`src/rtl/ula_exec_stage.sv`:
```
// ula_exec_stage: registered ALU execute stage with a 2-entry (output + skid) buffer
// behind a valid/ready handshake.
`default_nettype none

module ula_exec_stage #(
  parameter int WIDTH = 32
) (
  input  logic             iCLK,
  input  logic             iRSTn,
  input  logic [4:0]       iControl,
  input  logic [WIDTH-1:0] iA,
  input  logic [WIDTH-1:0] iB,
  input  logic             iValid,
  output logic             oReady,
  output logic [WIDTH-1:0] oResult,
  output logic             oZero,
  output logic             oIllegal,
  output logic             oValid,
  input  logic             iReady
);

  localparam logic [4:0] C_OP_AND  = 5'b00000;
  localparam logic [4:0] C_OP_OR   = 5'b00001;
  localparam logic [4:0] C_OP_ADD  = 5'b00011;
  localparam logic [4:0] C_OP_SUB  = 5'b00100;
  localparam logic [4:0] C_OP_SLT  = 5'b00101;
  localparam logic [4:0] C_OP_ZERO = 5'b11111;

  typedef enum logic [1:0] {
    EMPTY = 2'd0,
    ONE   = 2'd1,
    TWO   = 2'd2
  } state_t;

  state_t           state, next_state;
  logic             accept, drain;
  logic             load_out_in, load_out_skid, load_skid;

  logic [WIDTH-1:0] calc_result;
  logic             calc_illegal;
  logic             calc_zero;
  logic             calc_slt;

  logic [WIDTH-1:0] out_result, skid_result;
  logic             out_zero, skid_zero;
  logic             out_illegal, skid_illegal;

  // Ready depends only on the registered state, never on iReady.
  assign oReady   = (state != TWO);
  assign oValid   = (state != EMPTY);
  assign oResult  = out_result;
  assign oZero    = out_zero;
  assign oIllegal = out_illegal;

  assign accept = iValid && oReady;
  assign drain  = oValid && iReady;

  assign calc_slt  = ($signed(iA) < $signed(iB));
  assign calc_zero = (calc_result == '0);

  always_comb begin
    calc_result  = '0;
    calc_illegal = 1'b0;
    case (iControl)
      C_OP_AND:  calc_result = iA & iB;
      C_OP_OR:   calc_result = iA | iB;
      C_OP_ADD:  calc_result = iA + iB;
      C_OP_SUB:  calc_result = iA - iB;
      C_OP_SLT:  calc_result = {{(WIDTH-1){1'b0}}, calc_slt};
      C_OP_ZERO: calc_result = '0;
      default:   calc_illegal = 1'b1;
    endcase
  end

  always_ff @(posedge iCLK or negedge iRSTn) begin
    if (!iRSTn) begin
      state <= EMPTY;
    end else begin
      state <= next_state;
    end
  end

  always_comb begin
    next_state    = state;
    load_out_in   = 1'b0;
    load_out_skid = 1'b0;
    load_skid     = 1'b0;
    case (state)
      EMPTY: begin
        if (accept) begin
          next_state  = ONE;
          load_out_in = 1'b1;
        end
      end
      ONE: begin
        if (accept && drain) begin
          load_out_in = 1'b1;
        end else if (accept) begin
          next_state = TWO;
          load_skid  = 1'b1;
        end else if (drain) begin
          next_state = EMPTY;
        end
      end
      TWO: begin
        if (drain) begin
          next_state    = ONE;
          load_out_skid = 1'b1;
        end
      end
      default: next_state = EMPTY;
    endcase
  end

  always_ff @(posedge iCLK or negedge iRSTn) begin
    if (!iRSTn) begin
      out_result   <= '0;
      out_zero     <= 1'b0;
      out_illegal  <= 1'b0;
      skid_result  <= '0;
      skid_zero    <= 1'b0;
      skid_illegal <= 1'b0;
    end else begin
      if (load_out_in) begin
        out_result  <= calc_result;
        out_zero    <= calc_zero;
        out_illegal <= calc_illegal;
      end else if (load_out_skid) begin
        out_result  <= skid_result;
        out_zero    <= skid_zero;
        out_illegal <= skid_illegal;
      end
      if (load_skid) begin
        skid_result  <= calc_result;
        skid_zero    <= calc_zero;
        skid_illegal <= calc_illegal;
      end
    end
  end

endmodule

`default_nettype wire

```
`config.mk`:
```
export PLATFORM = sky130hd
export DESIGN_NAME = ula_exec_stage
export DESIGN_NICKNAME = d
export VERILOG_FILES = /design/src/rtl/ula_exec_stage.sv
export SDC_FILE = /design/constraint.sdc
export NUM_CORES = 1
export LEC_CHECK = 0
export BUFFER_PORTS_ARGS = -buffer_cell sky130_fd_sc_hd__clkbuf_2
export CELL_PAD_IN_SITES_DETAIL_PLACEMENT = 2
export CELL_PAD_IN_SITES_GLOBAL_PLACEMENT = 2
export CORE_MARGIN = 10
export CORE_UTILIZATION = 37
export CTS_CLUSTER_SIZE = 40
export DETAILED_ROUTE_END_ITERATION = 6
export GPL_TIMING_DRIVEN = 0
export HOLD_SLACK_MARGIN = 0.05
export PLACE_DENSITY_LB_ADDON = 0.1
export SYNTH_ARGS = -nofsm -noshare
export SYNTH_HDL_FRONTEND = slang
export SYNTH_SLANG_ARGS = --single-unit
export TNS_END_PERCENT = 1
```
`constraint.sdc`:
```
create_clock -name iCLK -period 2.6 [get_ports iCLK]
set_input_delay 0.13 -clock iCLK [delete_from_list [all_inputs] [get_ports iCLK]]
set_output_delay 0.13 -clock iCLK [all_outputs]
set_load 0.01 [all_outputs]
```
==> qor.yml, run 1 <==
detailed_routing:
  drt_first_pass_iters: 5
  drt-vias-per-instance: 6.64
  drtIter0Drc: 1258
  routed_wl_microns: 46900
  routedWlPerCell_microns: 30.0
  ant_nets: 0
  remaining_drc_errors: 0
  vias: 10400
floorplanning:
  chipWidth_microns: 171
  io_pins: 109
  dieHeight_microns: 171
  rows: 55
  dieArea_sq_um: 29100
  start_util: 0.373
  core_area_sq_um: 22500
global_route:
  grt_usage: 0.285
  grt_pass1_vias: 10900
  grt_antenna_before_repair: 1
  grt_overflow: 0
  grt_first_pass_wirelength_microns: 64900
  grt_max_degree: 66
placed_design:
  dp_slack_ps: -1550
  portBuffers: 105
  dp_hpwl_microns: 29300
  routabilityCongestion: 0.903
logic_synthesis:
  synthSimpleGateAreaFrac: 0.182
  synth-compound-area-share: 0.335
  synth_cell_types: 91
  synth-edff-count: 0
  syn_nets: 1282
  synth.ff_latch_count: 70
  async_reset_ff_frac: 1.00
  synth_ff_type: "dfrtp_1"
  synthCells: 1108
  synth_top_family_by_area: "compound AO/OA/AOI/OAI gates"
  synth_xor_area_frac: 0.0157
  yosysSeqAreaShare: 0.209
  synth_fa_ha_area_frac: 0.152
  netlist_area_sq_um: 8390
  avgSynthCellArea_sq_um: 7.57
  synth_warnings: 0
  muxShareOfSynthArea: 0.0242
sta:
  period_share: 1.30
  final_hold_viol_count: 0
  fmax_mhz: 297
  slew_headroom: 0.193
  skew_ps: 9.48
  drv_slew: 0
  finalSetupViolCount: 44
  worst_slack_ps: -771
  rsz0062_at_grt: "true"
  worstMarginPinSlew_ps: 1210
  fin_crit_ps: 3370
  fin_hold_ws_ps: 172
pwr:
  ir_worst_vdd_mv: 0.337
  p_leak_nw: 4.93
  power_density_nw_per_um2: 477
  p_total_w: 0.00523
clocking:
  clk_latency_ps: 340
  clock-sinks: 70
  cts.clk_slew.worst_paths_ps: 60
  cts_tree: "yes"
  root_buffer: "clkbuf_16"
  cts_made_buffers: 9
  clockBufferDepth: 2
  htreeDepth: 3
outcome:
  status: "finished, violations left"
  violations: "negative setup slack"
hold_path:
  hp-class: "in2async"
worst_setup_path:
  worstPathArrival_ps: 3630
  crit_chain: "buf_2 -> inv_1 -> ha_1 -> buf_6 -> nor2_1 -> nor2_1 -> a221oi_2 -> a2bb2oi_2 -> o2111a_1 -> nand4_1 -> nor4_4 -> nand4_1 -> nor4_4 -> nand4_1 -> o21ai_1"
  slowest_delay_ps: 420
  timing.critical_path.max_delay_family: "simple AND/OR/NAND/NOR gates"
  end_kind: "flip-flop"
  startpoint_type: "primary input"
  crit_slowest_cell: "nor4_4"
  critPathBufInv: 3
  crit_fanout: 8
  cp.required_ps: 2860
  path_class: "in2reg"
  regToRegSetupSlack_ps: 10
  cpMostUsedCell: "nand4_1"
final_layout:
  fin_nets: 1450
  area_growth_pct: 30.6
  diodes: 0
  drive_above_1_share: 0.277
run:
  drv_cap: 0
-- through the flow --
step	TNS (ps)	utilization	area, sq um	cells
2_1_floorplan	-345	-	8510	1108
3_3_place_gp	-35890	0.418	9400	1498
3_5_place_dp	-35740	0.420	9440	1500
4_1_cts	-1930	0.471	10600	1553
5_1_grt	-13770	0.487	11000	1566
6_report	-10110	0.487	11000	1566
-- cells in the mapped netlist, drive strengths merged, types with 4 or more instances --
| master | number | share of area |
|---|---|---|
| o21ai | 116 | 0.069 |
| nand2 | 115 | 0.051 |
| inv | 112 | 0.050 |
| ha | 99 | 0.15 |
| a21oi | 84 | 0.051 |
| nor2 | 79 | 0.036 |
| dfrtp | 70 | 0.21 |
| clkbuf | 39 | 0.017 |
| a22oi | 35 | 0.031 |
| buf | 22 | 0.014 |
| nor3 | 20 | 0.012 |
| mux2i | 18 | 0.021 |
| nand4 | 18 | 0.013 |
| nor2b | 18 | 0.013 |
| o211ai | 18 | 0.017 |
| nand3 | 17 | 0.010 |
| a211oi | 16 | 0.017 |
| nor4 | 15 | 0.014 |
| xnor2 | 13 | 0.014 |
| a21o | 11 | 0.0098 |
| a31oi | 11 | 0.0082 |
| o31ai | 10 | 0.010 |
| a221oi | 9 | 0.010 |
| o221ai | 8 | 0.0084 |
| a211o | 7 | 0.0073 |
| o21bai | 7 | 0.0063 |
| a21boi | 6 | 0.0054 |
| and3 | 6 | 0.0045 |
| a2111oi | 5 | 0.0052 |
| a311oi | 5 | 0.0052 |
| nand2b | 5 | 0.0037 |
| o21ba | 5 | 0.0060 |
| o221a | 5 | 0.0067 |
| o22ai | 5 | 0.0037 |
| or3 | 5 | 0.0037 |
| or4 | 5 | 0.0049 |
| a221o | 4 | 0.0048 |
| a31o | 4 | 0.0042 |
| o41ai | 4 | 0.0087 |
-- worst register-to-register path, delay by kind of cell, from the launching register on --
family	cells	cell delay (ps)
AND/OR/NAND/NOR	3	1060
AO/OA/AOI/OAI	2	520
flip-flops	1	460
buffers and inverters	1	350
-- cell type report --
| class | instances | area [sq um] |
|---|---|---|
| Timing Repair Buffer | 160 | 1040 |
| Inverter | 113 | 439 |
| Fill cell | 2479 | 11500 |
| Sequential cell | 70 | 1750 |
| Clock inverter | 7 | 48.8 |
| Clock buffer | 9 | 225 |
| Multi-Input combinational cell | 864 | 6790 |
| Buffer | 58 | 302 |
| Tap cell | 285 | 357 |
-- kinds of logic after synthesis --
family,count (synthesis)
AO/OA/AOI/OAI,410
AND/OR/NAND/NOR,318
buffers and inverters,174
adder cells (fa/ha/maj),101
flip-flops,70
multiplexers,20
XOR/XNOR,15
-- final timing paths --
check                                                  from                          end  cells after the start
max in group asynchronous                             iRSTn      oResult[26]$_DFFE_PN0P_                      3
min in group iCLK                                    iValid         state[0]$_DFFE_PN0P_                      3
worst min-delay path                                  iRSTn   skid_result[8]$_DFFE_PN0P_                      2
worst max-delay path                                  iA[2]            oZero$_DFFE_PN0P_                     15
worst min register to register  skid_result[26]$_DFFE_PN0P_  skid_result[26]$_DFFE_PN0P_                      2
worst max register to register         state[0]$_DFFE_PN0P_      oResult[21]$_DFFE_PN0P_                      6
-- layout by cell type, fill, tap and decap left out, drive strengths merged, types with 6 or more instances in the layout --
cell and count:
clkbuf 144, o21ai 116, nand2 115, inv 112, ha 99, a21oi 84
buf 81, nor2 79, dfrtp 70, a22oi 35, nor3 20, nand4 18
o211ai 18, mux2i 18, nor2b 18, nand3 17, a211oi 16, nor4 15
xnor2 13, a21o 11, a31oi 11, o31ai 10, a221oi 9, o221ai 8
a211o 7, o21bai 7, and3 6, a21boi 6
-- report_power, final --
group	leakage (nW)	total (W)	internal, W	switching (W)
clock network	0.136	0.00118	0.000650	0.000528
logic	3.87	0.00254	0.000887	0.00166
registers	0.928	0.00151	0.00132	0.000187
total	4.93	0.00523	0.00286	0.00237
-- state kept, by name, indices dropped and copies added (netlist names) --
register,cells
skid_illegal,1
oResult,32
skid_zero,1
skid_result,32
state,2
oZero,1
oIllegal,1
-- timing repair --
item | CTS | global route
setup buffers | 38 | 13
pin swaps | 54 | 33
gates resized for setup | 136 | 60
endpoints found under the setup margin | 43 | 43
hold buffers | 2 | 0
endpoints found under the hold margin | 71 | 0
-- per-layer routing --
layer  global-route usage  routed length, microns
met5                    0                      13
met4                0.121                    2280
met3               0.0422                    3060
met2                0.484                   22500
met1                0.351                   19100
No activity file was read; power rests on OpenSTA's default activity.
==> inputs of run 2 (changes only) <==
PLACE_DENSITY_LB_ADDON = 0.25   (was 0.1)
==> run 2 against run 1 <==
The flow still finishes with violations (negative setup slack). Hold slack gained 16 ps. Combinational power is 8.7% lower. Sequential share of layout area grew 0.56 points. Fmax down 0.63%. Critical path type unchanged. Clock power up 6%. Critical path depth shrank 3. Clock skew is 5.2 ps lower. Largest cell class unchanged. Largest power group unchanged.
==> qor.yml, run 2 (synthesis gave the netlist of run 1 again) <==
outcome:
  status: "finished, violations left"
  violations: "negative setup slack"
final_layout:
  fin_nets: 1430  # -1.4%
  mostFrequentLayoutCell: "nand2_1"
  drive_above_1_share: 0.246  # -0.0313
  final_cell_mix: "nand2_1 (113), clkbuf_2 (110), inv_1 (104)"
  n_fill_cell: 2563  # +3.4%
  final_util: 0.470  # -0.0165
  area_growth_pct: 26.1
detailed_routing:
  routedWlPerCell_microns: 27.5  # -8.4%
  drt-vias-per-instance: 6.43  # -3.1%
  vias: 9954  # -4.3%
  drt_first_pass_iters: 5  # unchanged
  ant_nets: 0  # unchanged
  remaining_drc_errors: 0  # unchanged
  drtIter0Drc: 953  # -24%
  routed_wl_microns: 42500  # -9.5%
worst_setup_path:
  worstPathArrival_ps: 3660  # +30 ps
  cp.required_ps: 2870  # about the same
  path_class: "in2reg"
  crit_fanout: 10  # +2
  startpoint_type: "primary input"
  end_kind: "flip-flop"
sta:
  slew_headroom: 0.266  # +0.0728
  skew_ps: 4.24  # -5.24 ps
  fin_hold_ws_ps: 188  # +15.7 ps
  final_hold_viol_count: 0  # unchanged
  drv_slew: 0  # unchanged
  period_share: 1.30  # +0.00824
  finalSetupViolCount: 33  # -25%
  worstMarginPinSlew_ps: 1100  # -109 ps
  rsz0062_at_grt: "true"
  fmax_mhz: 295  # -0.63%
  fin_crit_ps: 3390  # +21.4 ps
  worst_slack_ps: -793  # -21.4 ps
  setup_tns_ps: -7940  # +2170 ps
global_route:
  grt_pass1_vias: 10700  # -1.3%
  grt_usage: 0.280  # -0.00475
  grt_overflow: 0  # unchanged
  grt_max_degree: 62  # -6.1%
  grt_first_pass_wirelength_microns: 64000  # -1.5%
  grt_antenna_before_repair: 3  # +2
clocking:
  cts_made_buffers: 9  # unchanged
  clock-sinks: 70  # unchanged
  root_buffer: "clkbuf_16"
  clk_latency_ps: 350  # about the same
  clockBufferDepth: 2  # unchanged
  htreeDepth: 3  # unchanged
  cts_tree: "yes"
  cts.clk_slew.worst_paths_ps: 60  # about the same
floorplanning:
  dieHeight_microns: 171  # unchanged
  chipWidth_microns: 171  # unchanged
  core_area_sq_um: 22500  # unchanged
  start_util: 0.373  # unchanged
  rows: 55  # unchanged
  dieArea_sq_um: 29100  # unchanged
  io_pins: 109  # unchanged
hold_path:
  hp-class: "in2async"
placed_design:
  dp_slack_ps: -1690  # -134 ps
  routabilityCongestion: 0.928  # +2.7%
  dp_hpwl_microns: 29600  # +0.77%
  portBuffers: 105  # unchanged
pwr:
  p_leak_nw: 4.81  # -2.4%
  power_density_nw_per_um2: 479  # +0.27%
  ir_worst_vdd_mv: 0.348  # +3.3%
run:
  drv_cap: 0  # unchanged
-- run 2: critical path, stage by stage --
cell,delay [ps]
clkbuf_2,170
nor4b_2,220
nand2_1,250
clkbuf_1,610
clkbuf_2,480
o221a_2,360
nand4_1,240
nor4_4,250
nand4_1,210
nor4_4,360
nand4_1,180
o21ai_1,180
-- run 2: repair_timing --
action,4_1_cts,5_1_grt
gates cloned,0,0
endpoints found under the hold margin,71,0
resized for setup,114,20
hold buffers,2,0
pin swaps,42,6
endpoints found under the setup margin,43,44
buffers inserted,30,1
-- run 2: cell type report --
class,count,area [sq um],share of cell area
timing repair buffer,140,861,0.0814
inverter,113,430,0.0407
antenna,1,2.50,0.000236
buffer,58,285,0.0270
multi-input combinational,864,6600,0.623
clock inverter,7,73.8,0.00698
sequential,70,1750,0.166
tap,285,357,0.0337
clock buffer,9,225,0.0213
-- run 2: final timing paths --
path	start	to	slack (ps)	cells after the start
worst max-delay path	iControl[0]	oZero$_DFFE_PN0P_	-790	12
worst min-delay path	iRSTn	oResult[8]$_DFFE_PN0P_	190	2
worst max register to register	state[0]$_DFFE_PN0P_	oResult[18]$_DFFE_PN0P_	190	6
worst min register to register	skid_result[22]$_DFFE_PN0P_	skid_result[22]$_DFFE_PN0P_	490	2
max in group asynchronous	iRSTn	skid_result[18]$_DFFE_PN0P_	1860	3
min in group iCLK	iValid	state[0]$_DFFE_PN0P_	210	3
-- run 2: through the flow --
| stage | total power [W] | area [sq um] | cells |
|---|---|---|---|
| 6_report | 0.00506 | 10600 | 1547 |
| 5_1_grt | 0.00532 | 10600 | 1547 |
| 4_1_cts | 0.00493 | 10500 | 1545 |
| 3_5_place_dp | 0.00344 | 9440 | 1500 |
| 3_3_place_gp | 0.00333 | 9400 | 1498 |
| 2_1_floorplan | 0.00268 | 8510 | 1108 |
-- run 2: metal layers --
| layer | share of wire | GRT usage | routed length [microns] |
|---|---|---|---|
| met5 | 0.00064 | 0 | 27 |
| met4 | 0.042 | 0.120 | 1770 |
| met3 | 0.067 | 0.0445 | 2830 |
| met2 | 0.48 | 0.484 | 20600 |
| met1 | 0.41 | 0.336 | 17300 |
-- run 2: power by group --
part           switching [W]  total, W  leakage, nW  internal [W]
logic                0.00151   0.00232         3.74      0.000801
registers           0.000176   0.00150        0.928       0.00132
clock network       0.000507   0.00125        0.146      0.000745
